**src/rtl/audio_dac_pkg.sv**
```systemverilog
// Shared constants and parameter-legality helpers for the 4-bit ladder audio DAC.
package audio_dac_pkg;

    localparam int DAC_W = 4;
    localparam logic [DAC_W-1:0] SAT_CODE = 4'd15;

    localparam int WIN_LOG2_MIN = 4;
    localparam int WIN_LOG2_MAX = 10;
    localparam int GAIN_MIN     = 0;
    localparam int GAIN_MAX     = 3;

    function automatic bit win_log2_legal(input int w);
        return (w >= WIN_LOG2_MIN) && (w <= WIN_LOG2_MAX);
    endfunction

    function automatic bit gain_legal(input int g);
        return (g >= GAIN_MIN) && (g <= GAIN_MAX);
    endfunction

endpackage

```
**src/rtl/pwm_window_count.sv**
```systemverilog
// One audio channel: synchronizes the PWM bit, counts ones over the window and
// turns the window count into a gained, saturated 4-bit ladder code.
module pwm_window_count
    import audio_dac_pkg::*;
#(
    parameter int C_win_log2 = 6,
    parameter int C_gain     = 0
) (
    input  logic             clk,
    input  logic             rst_n,
    input  logic             pwm_i,
    input  logic             win_end_i,
    output logic [DAC_W-1:0] code_o
);

    localparam int W  = C_win_log2;
    localparam int GW = W + 4;
    // 2^W: a gained count at or above this no longer fits the top ladder bits
    localparam logic [GW-1:0] FULL_SCALE = GW'(1) << W;

    logic          sync1_q;
    logic          sync2_q;
    logic [W:0]    acc_q;
    logic [W:0]    acc_d;
    logic [W:0]    cnt_s;
    logic [GW-1:0] gain_s;

    // Two-stage synchronizer for the asynchronous PWM input
    always_ff @(posedge clk or negedge rst_n) begin
        if (!rst_n) begin
            sync1_q <= 1'b0;
            sync2_q <= 1'b0;
        end else begin
            sync1_q <= pwm_i;
            sync2_q <= sync1_q;
        end
    end

    // Window count includes the current sample; accumulator restarts at window end
    always_comb begin
        cnt_s = acc_q + {{W{1'b0}}, sync2_q};
        if (win_end_i) begin
            acc_d = {(W+1){1'b0}};
        end else begin
            acc_d = cnt_s;
        end
    end

    // Apply static gain and saturate to full-scale code
    always_comb begin
        gain_s = {3'b000, cnt_s} << C_gain;
        if (gain_s >= FULL_SCALE) begin
            code_o = SAT_CODE;
        end else begin
            code_o = gain_s[W-1:W-4];
        end
    end

    // Ones accumulator for the current window
    always_ff @(posedge clk or negedge rst_n) begin
        if (!rst_n) begin
            acc_q <= {(W+1){1'b0}};
        end else begin
            acc_q <= acc_d;
        end
    end

endmodule

```
**src/rtl/audio_pwm_dac4.sv**
```systemverilog
// Stereo PWM-to-4-bit-ladder audio back end: shared window phase, mute and
// sample strobe around two per-channel window counters.
module audio_pwm_dac4
    import audio_dac_pkg::*;
#(
    parameter int C_win_log2 = 6,
    parameter int C_gain     = 0
) (
    input  logic             clk,
    input  logic             rst_n,
    input  logic             in_l,
    input  logic             in_r,
    input  logic             mute,
    output logic [DAC_W-1:0] out_l,
    output logic [DAC_W-1:0] out_r,
    output logic             sample_strobe
);

    localparam int W = C_win_log2;

    if (!win_log2_legal(C_win_log2)) begin : g_bad_win_log2
        $error("audio_pwm_dac4: C_win_log2 outside legal range");
    end
    if (!gain_legal(C_gain)) begin : g_bad_gain
        $error("audio_pwm_dac4: C_gain outside legal range");
    end

    logic [W-1:0]     phase_q;
    logic [W-1:0]     phase_d;
    logic             win_end_s;
    logic [DAC_W-1:0] code_l_s;
    logic [DAC_W-1:0] code_r_s;
    logic [DAC_W-1:0] out_l_q;
    logic [DAC_W-1:0] out_l_d;
    logic [DAC_W-1:0] out_r_q;
    logic [DAC_W-1:0] out_r_d;
    logic             strobe_q;

    pwm_window_count #(
        .C_win_log2 (C_win_log2),
        .C_gain     (C_gain)
    ) u_chan_l (
        .clk       (clk),
        .rst_n     (rst_n),
        .pwm_i     (in_l),
        .win_end_i (win_end_s),
        .code_o    (code_l_s)
    );

    pwm_window_count #(
        .C_win_log2 (C_win_log2),
        .C_gain     (C_gain)
    ) u_chan_r (
        .clk       (clk),
        .rst_n     (rst_n),
        .pwm_i     (in_r),
        .win_end_i (win_end_s),
        .code_o    (code_r_s)
    );

    // Free-running phase; the last phase of the window is the update slot
    always_comb begin
        phase_d   = phase_q + {{(W-1){1'b0}}, 1'b1};
        win_end_s = (phase_q == {W{1'b1}});
    end

    // Mute wins over a window-end load; otherwise hold the last code
    always_comb begin
        if (mute) begin
            out_l_d = {DAC_W{1'b0}};
            out_r_d = {DAC_W{1'b0}};
        end else if (win_end_s) begin
            out_l_d = code_l_s;
            out_r_d = code_r_s;
        end else begin
            out_l_d = out_l_q;
            out_r_d = out_r_q;
        end
    end

    // Phase, output codes and strobe registers
    always_ff @(posedge clk or negedge rst_n) begin
        if (!rst_n) begin
            phase_q  <= {W{1'b0}};
            out_l_q  <= {DAC_W{1'b0}};
            out_r_q  <= {DAC_W{1'b0}};
            strobe_q <= 1'b0;
        end else begin
            phase_q  <= phase_d;
            out_l_q  <= out_l_d;
            out_r_q  <= out_r_d;
            strobe_q <= win_end_s;
        end
    end

    assign out_l         = out_l_q;
    assign out_r         = out_r_q;
    assign sample_strobe = strobe_q;

endmodule
```
**config.mk**
```make
export PLATFORM = sky130hd
export DESIGN_NAME = audio_pwm_dac4
export DESIGN_NICKNAME = d
export VERILOG_FILES = /design/src/rtl/audio_dac_pkg.sv /design/src/rtl/pwm_window_count.sv /design/src/rtl/audio_pwm_dac4.sv
export SDC_FILE = /design/constraint.sdc
export NUM_CORES = 1
export LEC_CHECK = 0
export BUFFER_PORTS_ARGS = -buffer_cell sky130_fd_sc_hd__buf_2
export CAP_MARGIN = 20
export CORE_ASPECT_RATIO = 1.5
export CORE_MARGIN = 5
export CORE_UTILIZATION = 60
export CTS_BUF_LIST = sky130_fd_sc_hd__clkbuf_4 sky130_fd_sc_hd__clkbuf_8
export DETAILED_ROUTE_END_ITERATION = 8
export GPL_TIMING_DRIVEN = 1
export PLACE_DENSITY_LB_ADDON = 0.12
export SLEW_MARGIN = 25
export SYNTH_ARGS = -nofsm -noshare
export SYNTH_HDL_FRONTEND = slang
export SYNTH_SLANG_ARGS = --single-unit
```
**constraint.sdc**
```tcl
create_clock -name clk -period 4.4 [get_ports clk]
set_input_delay 0.44 -clock clk [delete_from_list [all_inputs] [get_ports clk]]
set_output_delay 0.44 -clock clk [all_outputs]
set_load 0.02 [all_outputs]
```
* Word-level counts from Yosys, hierarchy flattened
Cells that the tools add are included.
Operators by class: add/sub/neg operators 3, order comparisons 2, eq/ne operators 1, mux-type cells 8, reductions and logical operators 1
Operator list (count):
- $mux 4 | 6
- $add 7x1->7 | 2
- $ge 7x7->1 const B | 2
- $mux 7 | 2
- $add 6x1->6 const B | 1
- $eq 6x6->1 const B | 1
- $reduce_bool 2->1 | 1
Word-level totals: register bits 33, input bits 5, output and inout bits 9, logic and storage cells 25

* Longest topological paths before layout
Gate-level depths: netlist of run 1.
word-level depth 5, gate-level depth with buffers 6, depth with buffers taken out 6

* Cells and area by module
Synthesis of run 1 repeated with hierarchy kept, for this count alone.
Second synthesis, totals: cells, all modules 105, area, all modules 1340.0 um2
By module, submodules not included:
- pwm_window_count | instances 2, cells an instance 33, area each 385.4 um2, seq. area each 225.2 um2
- audio_pwm_dac4 | instances 1, cells an instance 39, area each 569.3 um2, seq. area each 375.4 um2

* Worst setup path after synthesis of run 1
OpenSTA, ideal clock, no wires.
path kind register to register, start point register u_chan_l.acc_q[0], end point register out_l_q[0], in the netlist out_l[0], setup time 0.140 ns, arrival time 1.294 ns, data required time 4.260 ns, slack 2.966 ns, cell stages (with the launch flop) 7, buffers on the path 0, period minus slack after synthesis 1.434 ns, cells stage by stage dfrtp_1 -> ha_1 -> ha_1 -> nand3_2 -> nor2_2 -> xnor2_1 -> a311oi_1
Between the ends: cells in the longest elaborated chain, start to end 5
Ends and longest elaborated chain:
- from (decl) | line pwm_window_count.sv:23 | logic [W:0] acc_q;
- from (signal assigned) | line pwm_window_count.sv:62 | acc_q <= {(W+1){1'b0}};
- $add 7x1->7 * | line pwm_window_count.sv:41 | cnt_s = acc_q + {{W{1'b0}}, sync2_q};
- $ge 7x7->1 | line pwm_window_count.sv:52 | if (gain_s >= FULL_SCALE) begin
- $mux 4 * | line pwm_window_count.sv:52
- $mux 4 * | line audio_pwm_dac4.sv:72 | end else if (win_end_s) begin
- $mux 4 * | line audio_pwm_dac4.sv:69 | if (mute) begin
- to (signal assigned) | line audio_pwm_dac4.sv:85 | out_l_q <= {DAC_W{1'b0}};
- to (signal assigned) | line audio_pwm_dac4.sv:90 | out_l_q <= out_l_d;
- to (decl) | line audio_pwm_dac4.sv:33 | logic [DAC_W-1:0] out_l_q;
Mark *: on every way between the ends. The rest lies on a longest branch, timed or not. The select of a mux whose other input is x is not followed. A chain may end at the register's enable or synchronous reset.

* Worst setup path after layout of run 1
start point register phase_q[0], end point register out_l_q[1], in the netlist out_l[1]
Between the ends: cells in the longest elaborated chain, start to end 2
Ends and longest elaborated chain:
- from (decl) | line audio_pwm_dac4.sv:28 | logic [W-1:0] phase_q;
- from (signal assigned) | line audio_pwm_dac4.sv:84 | phase_q <= {W{1'b0}};
- from (signal assigned) | line audio_pwm_dac4.sv:89 | phase_q <= phase_d;
- $eq 6x6->1 | line audio_pwm_dac4.sv:64 | win_end_s = (phase_q == {W{1'b1}});
- $reduce_bool 2->1 (no line)
No other way between the ends.

==> summary.txt, run 1 <==
Status
  – Status: finished, final reports clean

Critical path
  – Crit end category: flip-flop
  – Max FO, Critical Path: 31
  – Critical path startpoint category: flip-flop
  – Worst Path Required: 4.63 ns
  – Crit Path Class: flip-flop to flip-flop
  – Worst Path Arrival: 1.94 ns

Timing
  – Crit path time final: 1.71 ns
  – Max Slew Vio Count: 0
  – Rel. slew slack: 54.3%
  – Setup TNS: 0 ns
  – RSZ-0062 raised after global routing: no
  – Max Fclk: 585 MHz
  – Final setup vio count: 0
  – Actual slew at the worst max-slew pin: 0.686 ns
  – Tcrit/Tclk final: 38.8%
  – Layout Skew: 0.0120 ns
  – Final Hold Fails: 0

Yosys
  – Area leader, netlist: dfrtp_1
  – Post-synthesis sequential area ratio: 62.4%
  – Cells after synthesis: 104
  – Synth top area cells: dfrtp_1, a311oi_1, nor2_1
  – Mean Syn Cell Area: 12.7 sq um
  – Syn Nets: 114
  – FF+latch count, synth: 33
  – Main synth FF type: dfrtp_1
  – Count leader, synth: dfrtp_1
  – Async SR Flop Fraction: 100%
  – Synth cell count leaders: dfrtp_1, nor2_1, a311oi_1, nand3_1, xor2_1
  – Syn. warnings: 0
  – Yosys cell types: 19
  – Post-synth top area share: 62.4%
  – Mapped cell area: 0.00132 sq mm
  – Number of synthesized flops with an enable pin: 0

Cells and area
  – # diodes: 0
  – Share of post-route cells with drive strength above 1: 23.1%
  – # fillers: 149
  – Utilization after layout: 71.6%
  – Nets: 130
  – Area Overhead vs Synth: 12.5%

Placed design
  – Detailed placement HPWL: 1.30 mm
  – Port Buffers: 13
  – Placer Congestion: 0.709

Clocking
  – TritonCTS Buffers: 5
  – Clk root buf: clkbuf_4
  – Clk slew on worst S/H paths: 0.10 ns
  – Setup bufs post-CTS: 0
  – CTS tree: built
  – Worst skew pair latency: 0.32 ns
  – Number of H-tree levels: 2
  – Clock Sinks: 33
  – PostCTS Resize Cnt: 0
  – Max Root-Sink Buffers: 2
  – CTS Hold Bufs: 0

Routing
  – Vias/cell: 5.42
  – DR iter-0 viols: 18
  – Initial DRT Pass Iterations: 3
  – Final WL: 1.88 mm
  – DR vias: 775
  – Routed wire length per instance: 13.2 um
  – DR DRC count: 0
  – Antenna Nets Post-Route: 0

Power and ir drop
  – Clk network pwr share: 29.7%
  – Pwr Density: 532 mW/mm^2
  – Reg power frac: 52.0%
  – Cell internal pwr: 573 uW
  – IR drop worst, VDD: 0.337 mV
  – Sw Share: 27.7%
  – Sw power: 220 uW
  – Combinational power share: 18.3%
  – Static Leak: 0.704 nW
  – Total power: 792 uW

Worst hold path
  – Worst hold path type: primary input to async pin

Floorplan
  – # rows: 20
  – Core ar.: 0.00208 sq mm
  – Die area: 0.00326 sq mm
  – Effective utilization at floorplan: 63.7%
  – Top Ports: 14
  – Die height: 67.5 um
  – Die Span X: 48.3 um

GRT
  – Tot GR Track Use: 14.1%
  – Largest net degree at the start of global routing: 34
  – Initial antenna violation count: 0
  – Vias in the first global route: 812
  – Grt ovf: 0
  – First-pass GRT wire length: 3.42 mm

Job
  – Max Cap Violations: 0
[power groups by stage]
stage	registers [mW]	logic [mW]	clock network, mW
6_report	0.412	0.145	0.235
5_1_grt	0.420	0.166	0.259
4_1_cts	0.412	0.147	0.243
3_5_place_dp	0.418	0.144	0
3_3_place_gp	0.416	0.139	0
2_1_floorplan	0.410	0.114	0
[state kept, by name (all words and copies together) (netlist names)]
signal and count:
u_chan_r.acc_q 7, out_r 4, u_chan_r.sync2_q 1, u_chan_r.sync1_q 1
phase_q 6, u_chan_l.sync2_q 1, u_chan_l.sync1_q 1, sample_strobe 1
out_l 4, u_chan_l.acc_q 7
[placed cells by master (no fill, tap or decap)]
cell and count:
a311oi_1 8, and3_1 2, and3_4 1, buf_2 13, bufinv_16 1, clkbuf_4 6, clkbuf_8 1, dfrtp_1 33
ha_1 5, inv_1 1, nand2_1 2, nand3_1 7, nand3_2 2, nand3_4 1, nor2_1 18, nor2_2 1
nor2_4 1, nor2b_1 4, xnor2_1 6, xor2_1 7, xor2_2 1
[through the flow]
stage	cells	area [sq um]	hold slack, ns	setup slack (ns)
global placement	135	1390	0.335	2.48
detailed placement	135	1390	0.349	2.36
CTS	143	1480	0.167	2.35
global route	143	1490	0.187	2.45
finish	143	1490	0.141	2.69
floorplan	104	1320	0.144	2.97
[cell type report]
class                   count  area, sq um  area share (%)
flip-flops and latches     33          826            55.5
multi-input cells          66          477            32.0
repair buffers             13         65.1            4.37
clock buffers               7         58.8            3.95
clock inverters             1         30.0            2.02
well taps                  22         27.5            1.85
inverters                   1         3.75           0.252
[final timing paths]
| kind | start | endpoint | slack (ns) | cells past startpoint |
|---|---|---|---|---|
| min in group clk | in_l | u_chan_l.sync1_q | 0.22 | 1 |
| worst max register to register | phase_q[0] | out_l[1] | 2.69 | 5 |
| max in group asynchronous | rst_n | u_chan_r.acc_q[4] | 3.81 | 1 |
| worst min register to register | u_chan_l.sync1_q | u_chan_l.sync2_q | 0.37 | 0 |
| worst min-delay path | rst_n | out_l[2] | 0.14 | 1 |
| worst max-delay path | phase_q[0] | out_l[1] | 2.69 | 5 |
[routing by layer]
metal  global-route usage, %  routed length, um  up-vias
met5                       0                  0        -
met3                    6.62                132        5
li1                        -                  -      387
met1                    14.1                764      363
met2                    24.3                951       20
met4                    7.27                 33        0
[logic make-up after synthesis]
family / count (synthesis) / share of synthesized area, %
XOR/XNOR: 14 / 9.84
buffers and inverters: 5 / 1.89
AO/OA/AOI/OAI: 8 / 5.30
AND/OR/NAND/NOR: 39 / 15.8
flip-flops: 33 / 62.4
adder cells (fa/ha/maj): 5 / 4.73
[worst max-delay path, cell delays in order, from the launching register on]
cell and delay (ns):
dfrtp_1 0.40, ha_1 0.22, nand3_2 0.12, nor2_4 0.52, nor2_1 0.09, a311oi_1 0.26
No activity file was read; power rests on OpenSTA's default activity.
==> run 2, diff against run 1 <==
--- a/config.mk
+++ b/config.mk
@@ -5,6 +5,7 @@
 export SDC_FILE = /design/constraint.sdc
 export NUM_CORES = 1
 export LEC_CHECK = 0
+export ABC_AREA = 1
 export BUFFER_PORTS_ARGS = -buffer_cell sky130_fd_sc_hd__buf_2
 export CAP_MARGIN = 20
 export CORE_ASPECT_RATIO = 1.5
==> constraint.sdc (replaced) <==
create_clock -name clk -period 1.65 [get_ports clk]
set_input_delay 0.165 -clock clk [delete_from_list [all_inputs] [get_ports clk]]
set_output_delay 0.165 -clock clk [all_outputs]
set_load 0.02 [all_outputs]
==> run 2 against run 1 <==
Compared with the run above:
- clock power rose by 96%
- hold slack improved by 0.015 ns
- non-clock buffer count rose by 4
==> summary.txt, run 2 <==
Floorplan
  – Effective utilization at floorplan: 62.7% (-0.93 points)
  – Die area: 0.00342 sq mm (+4.9%)
  – Die height: 69.2 um (+2.5%)
  – Die Span X: 49.5 um (+2.3%)
  – # rows: 21 (+5.0%)
  – Top Ports: 14 (unchanged)
  – Core ar.: 0.00223 sq mm (+7.5%)

Critical path
  – R2R setup slack: 0.22 ns (-2.47 ns)
  – Max FO, Critical Path: 4 (-87%)
  – Worst Path Required: 1.88 ns (-2.75 ns)
  – Crit Path Class: flip-flop to flip-flop
  – Critical path startpoint category: flip-flop
  – Crit end category: flip-flop
  – Worst Path Arrival: 1.66 ns (-0.28 ns)

Status
  – Status: finished, final reports clean

Timing
  – Setup TNS: 0 ns (unchanged)
  – Rel. slew slack: 53.0% (-1.2 points)
  – Actual slew at the worst max-slew pin: 0.704 ns (+0.0186 ns)
  – Max Fclk: 699 MHz (+20%)
  – Layout Skew: 0.0100 ns (-0.00196 ns)
  – RSZ-0062 raised after global routing: no
  – Tcrit/Tclk final: 86.7% (+48 points)
  – Final setup vio count: 0 (unchanged)
  – Final Hold Fails: 0 (unchanged)
  – Max Slew Vio Count: 0 (unchanged)
  – Crit path time final: 1.43 ns (-0.279 ns)

Power and ir drop
  – IR drop worst, VDD: 0.827 mV (+150%)
  – Sw Share: 33.2% (+5.5 points)
  – Clk network pwr share: 21.7% (-8.0 points)
  – Sw power: 705 uW (+220%)
  – Combinational power share: 26.5% (+8.2 points)
  – Static Leak: 0.844 nW (+20%)
  – Reg power frac: 51.9% (about the same)
  – Total power: 2.12 mW (+170%)
  – Cell internal pwr: 1.42 mW (+150%)
  – Pwr Density: 1340 mW/mm^2 (+150%)

Routing
  – Antenna Nets Post-Route: 0 (unchanged)
  – DR vias: 952 (+23%)
  – Initial DRT Pass Iterations: 3 (unchanged)
  – Final WL: 2.33 mm (+24%)
  – DR DRC count: 0 (unchanged)
  – DR iter-0 viols: 15 (-3)
  – Vias/cell: 5.09 (-6.1%)
  – Routed wire length per instance: 12.5 um (-5.3%)

Cells and area
  – Share of post-route cells with drive strength above 1: 19.5% (-3.6 points)
  – # diodes: 0 (unchanged)
  – Utilization after layout: 70.8% (-0.87 points)
  – Nets: 174 (+34%)
  – Area Overhead vs Synth: 12.8%
  – Commonest non-fill, non-tap cell in the layout: nand2_1
  – # fillers: 187 (+26%)
  – Most frequent cells in the layout: nand2_1, dfrtp_1, nor2_1
  – Regs by FF count: u_chan_l.acc_q x7, u_chan_r.acc_q x7, phase_q x6

Yosys
  – Main synth FF type: dfrtp_1
  – Synth Area in XOR/XNOR: 6.25% (-3.6 points)
  – Async SR Flop Fraction: 100% (unchanged)
  – Area leader, netlist: dfrtp_1
  – Syn. warnings: 0 (unchanged)
  – Post-synthesis compound-gate area fraction: 1.07% (-4.2 points)
  – Number of synthesized flops with an enable pin: 0 (unchanged)
  – Mean Syn Cell Area: 9.94 sq um (-22%)
  – Post-synthesis simple-gate area fraction: 25.5% (+9.7 points)
  – Synth cell count leaders: nand2_1, dfrtp_1, nor2_1, inv_1, nand3_1
  – Mapped cell area: 0.00140 sq mm (+6.0%)
  – Multiplexer share of the synthesized area: 0% (unchanged)
  – Count leader, synth: nand2_1
  – Synth top area cells: dfrtp_1, nand2_1, nor2_1
  – Cells after synthesis: 141 (+36%)
  – FF+latch count, synth: 33 (unchanged)
  – Post-synth top area share: 58.9% (-3.5 points)
  – Post-Synth Adder-Cell Area: 4.46% (-0.27 points)
  – Main combinational cell family by area after synthesis: simple AND/OR/NAND/NOR gates
  – Post-synthesis sequential area ratio: 58.9% (-3.5 points)
  – Syn Nets: 151 (+32%)
  – Yosys cell types: 16 (-3)

GRT
  – Initial antenna violation count: 0 (unchanged)
  – Grt ovf: 0 (unchanged)
  – Vias in the first global route: 1027 (+26%)
  – Largest net degree at the start of global routing: 34 (unchanged)
  – First-pass GRT wire length: 4.28 mm (+25%)
  – Tot GR Track Use: 16.6% (+2.4 points)

Placed design
  – Port Buffers: 13 (unchanged)
  – Placer Congestion: 0.774 (+9.1%)
  – Detailed placement HPWL: 1.70 mm (+31%)

Clocking
  – Clk slew on worst S/H paths: 0.09 ns (about the same)
  – Max Root-Sink Buffers: 2 (unchanged)
  – Clock Sinks: 33 (unchanged)
  – CTS tree: built
  – Clk root buf: clkbuf_4
  – TritonCTS Buffers: 5 (unchanged)
  – Worst skew pair latency: 0.33 ns (about the same)
  – PostCTS Resize Cnt: 0 (unchanged)
  – Number of H-tree levels: 2 (unchanged)

Worst hold path
  – Worst hold path type: primary input to flip-flop

Job
  – Max Cap Violations: 0 (unchanged)
[run 2: changes by cell type in the layout (fill, tap and decap cells not counted), moves of 2 or more]
cell           previous run  this run
nand2_1                   2        42
nor2b_1                   4         0
xnor2_1                   6         4
nand2_2                   0         5
a311oi_1                  8         0
inv_1                     1        11
dlygate4sd3_1             0         3
and3_1                    2         0
o21bai_1                  0         2
[run 2: kinds of logic (layout without fill, tap and decap cells)]
group	count (synthesis)	after routing
and+or+nand+nor	79	79
DFF	33	33
buffers and inverters	12	35
xor gates and xnor gates	10	10
adders and majority gates	5	5
AOI/OAI and AO/OA	2	2
[run 2: per-layer routing]
metal	part of all wire [%]	GRT usage, %
met5	0	0
met4	2.5	8.75
met3	4.0	6.02
met2	57	30.3
met1	37	15.1
[run 2: power by group through the flow]
| stage | registers (mW) | clock network, mW | logic [mW] |
|---|---|---|---|
| 2_1_floorplan | 1.09 | 0 | 0.440 |
| 3_3_place_gp | 1.11 | 0 | 0.534 |
| 3_5_place_dp | 1.12 | 0 | 0.560 |
| 4_1_cts | 1.10 | 0.475 | 0.571 |
| 5_1_grt | 1.12 | 0.523 | 0.662 |
| 6_report | 1.10 | 0.460 | 0.561 |
[run 2: through the flow]
stage          area (sq um)  setup WS (ns)  std cells  hold slack (ns)
2_1_floorplan          1400          0.342        141           -0.131
3_3_place_gp           1490          0.247        177            0.238
3_5_place_dp           1490          0.209        177            0.253
4_1_cts                1580          0.209        187            0.145
5_1_grt                1580          0.108        187            0.156
6_report               1580          0.220        187            0.156
[run 2: repair_timing]
action	CTS	global route
hold buffers	3	0
buffers inserted	0	0
endpoints found under the hold margin	35	0
[run 2: layout make-up]
type	instances	area (sq um)	share of cell area, %
inverter	11	41.3	2.61
timing repair buffer	17	103	6.49
clock buffer	7	58.8	3.72
multi-input combinational	96	523	33.1
tap	23	28.8	1.82
sequential	33	826	52.3
[run 2: critical path, cell delays in order, from the launching register on]
cell	delay, ns
dfrtp_1	0.37
ha_1	0.22
ha_1	0.24
inv_1	0.07
nor2_1	0.05
xnor2_1	0.18
nand2_1	0.09
nand2_1	0.06
nand2_1	0.05
[run 2: worst paths after layout]
kind	to	depth (start not counted)	from
worst max register to register	out_r[2]	8	u_chan_r.acc_q[0]
max in group asynchronous	u_chan_l.acc_q[2]	2	rst_n
min in group asynchronous	u_chan_l.acc_q[3]	2	rst_n
worst min register to register	u_chan_l.sync2_q	0	u_chan_l.sync1_q
worst min-delay path	out_l[2]	4	mute
worst max-delay path	out_r[2]	8	u_chan_r.acc_q[0]
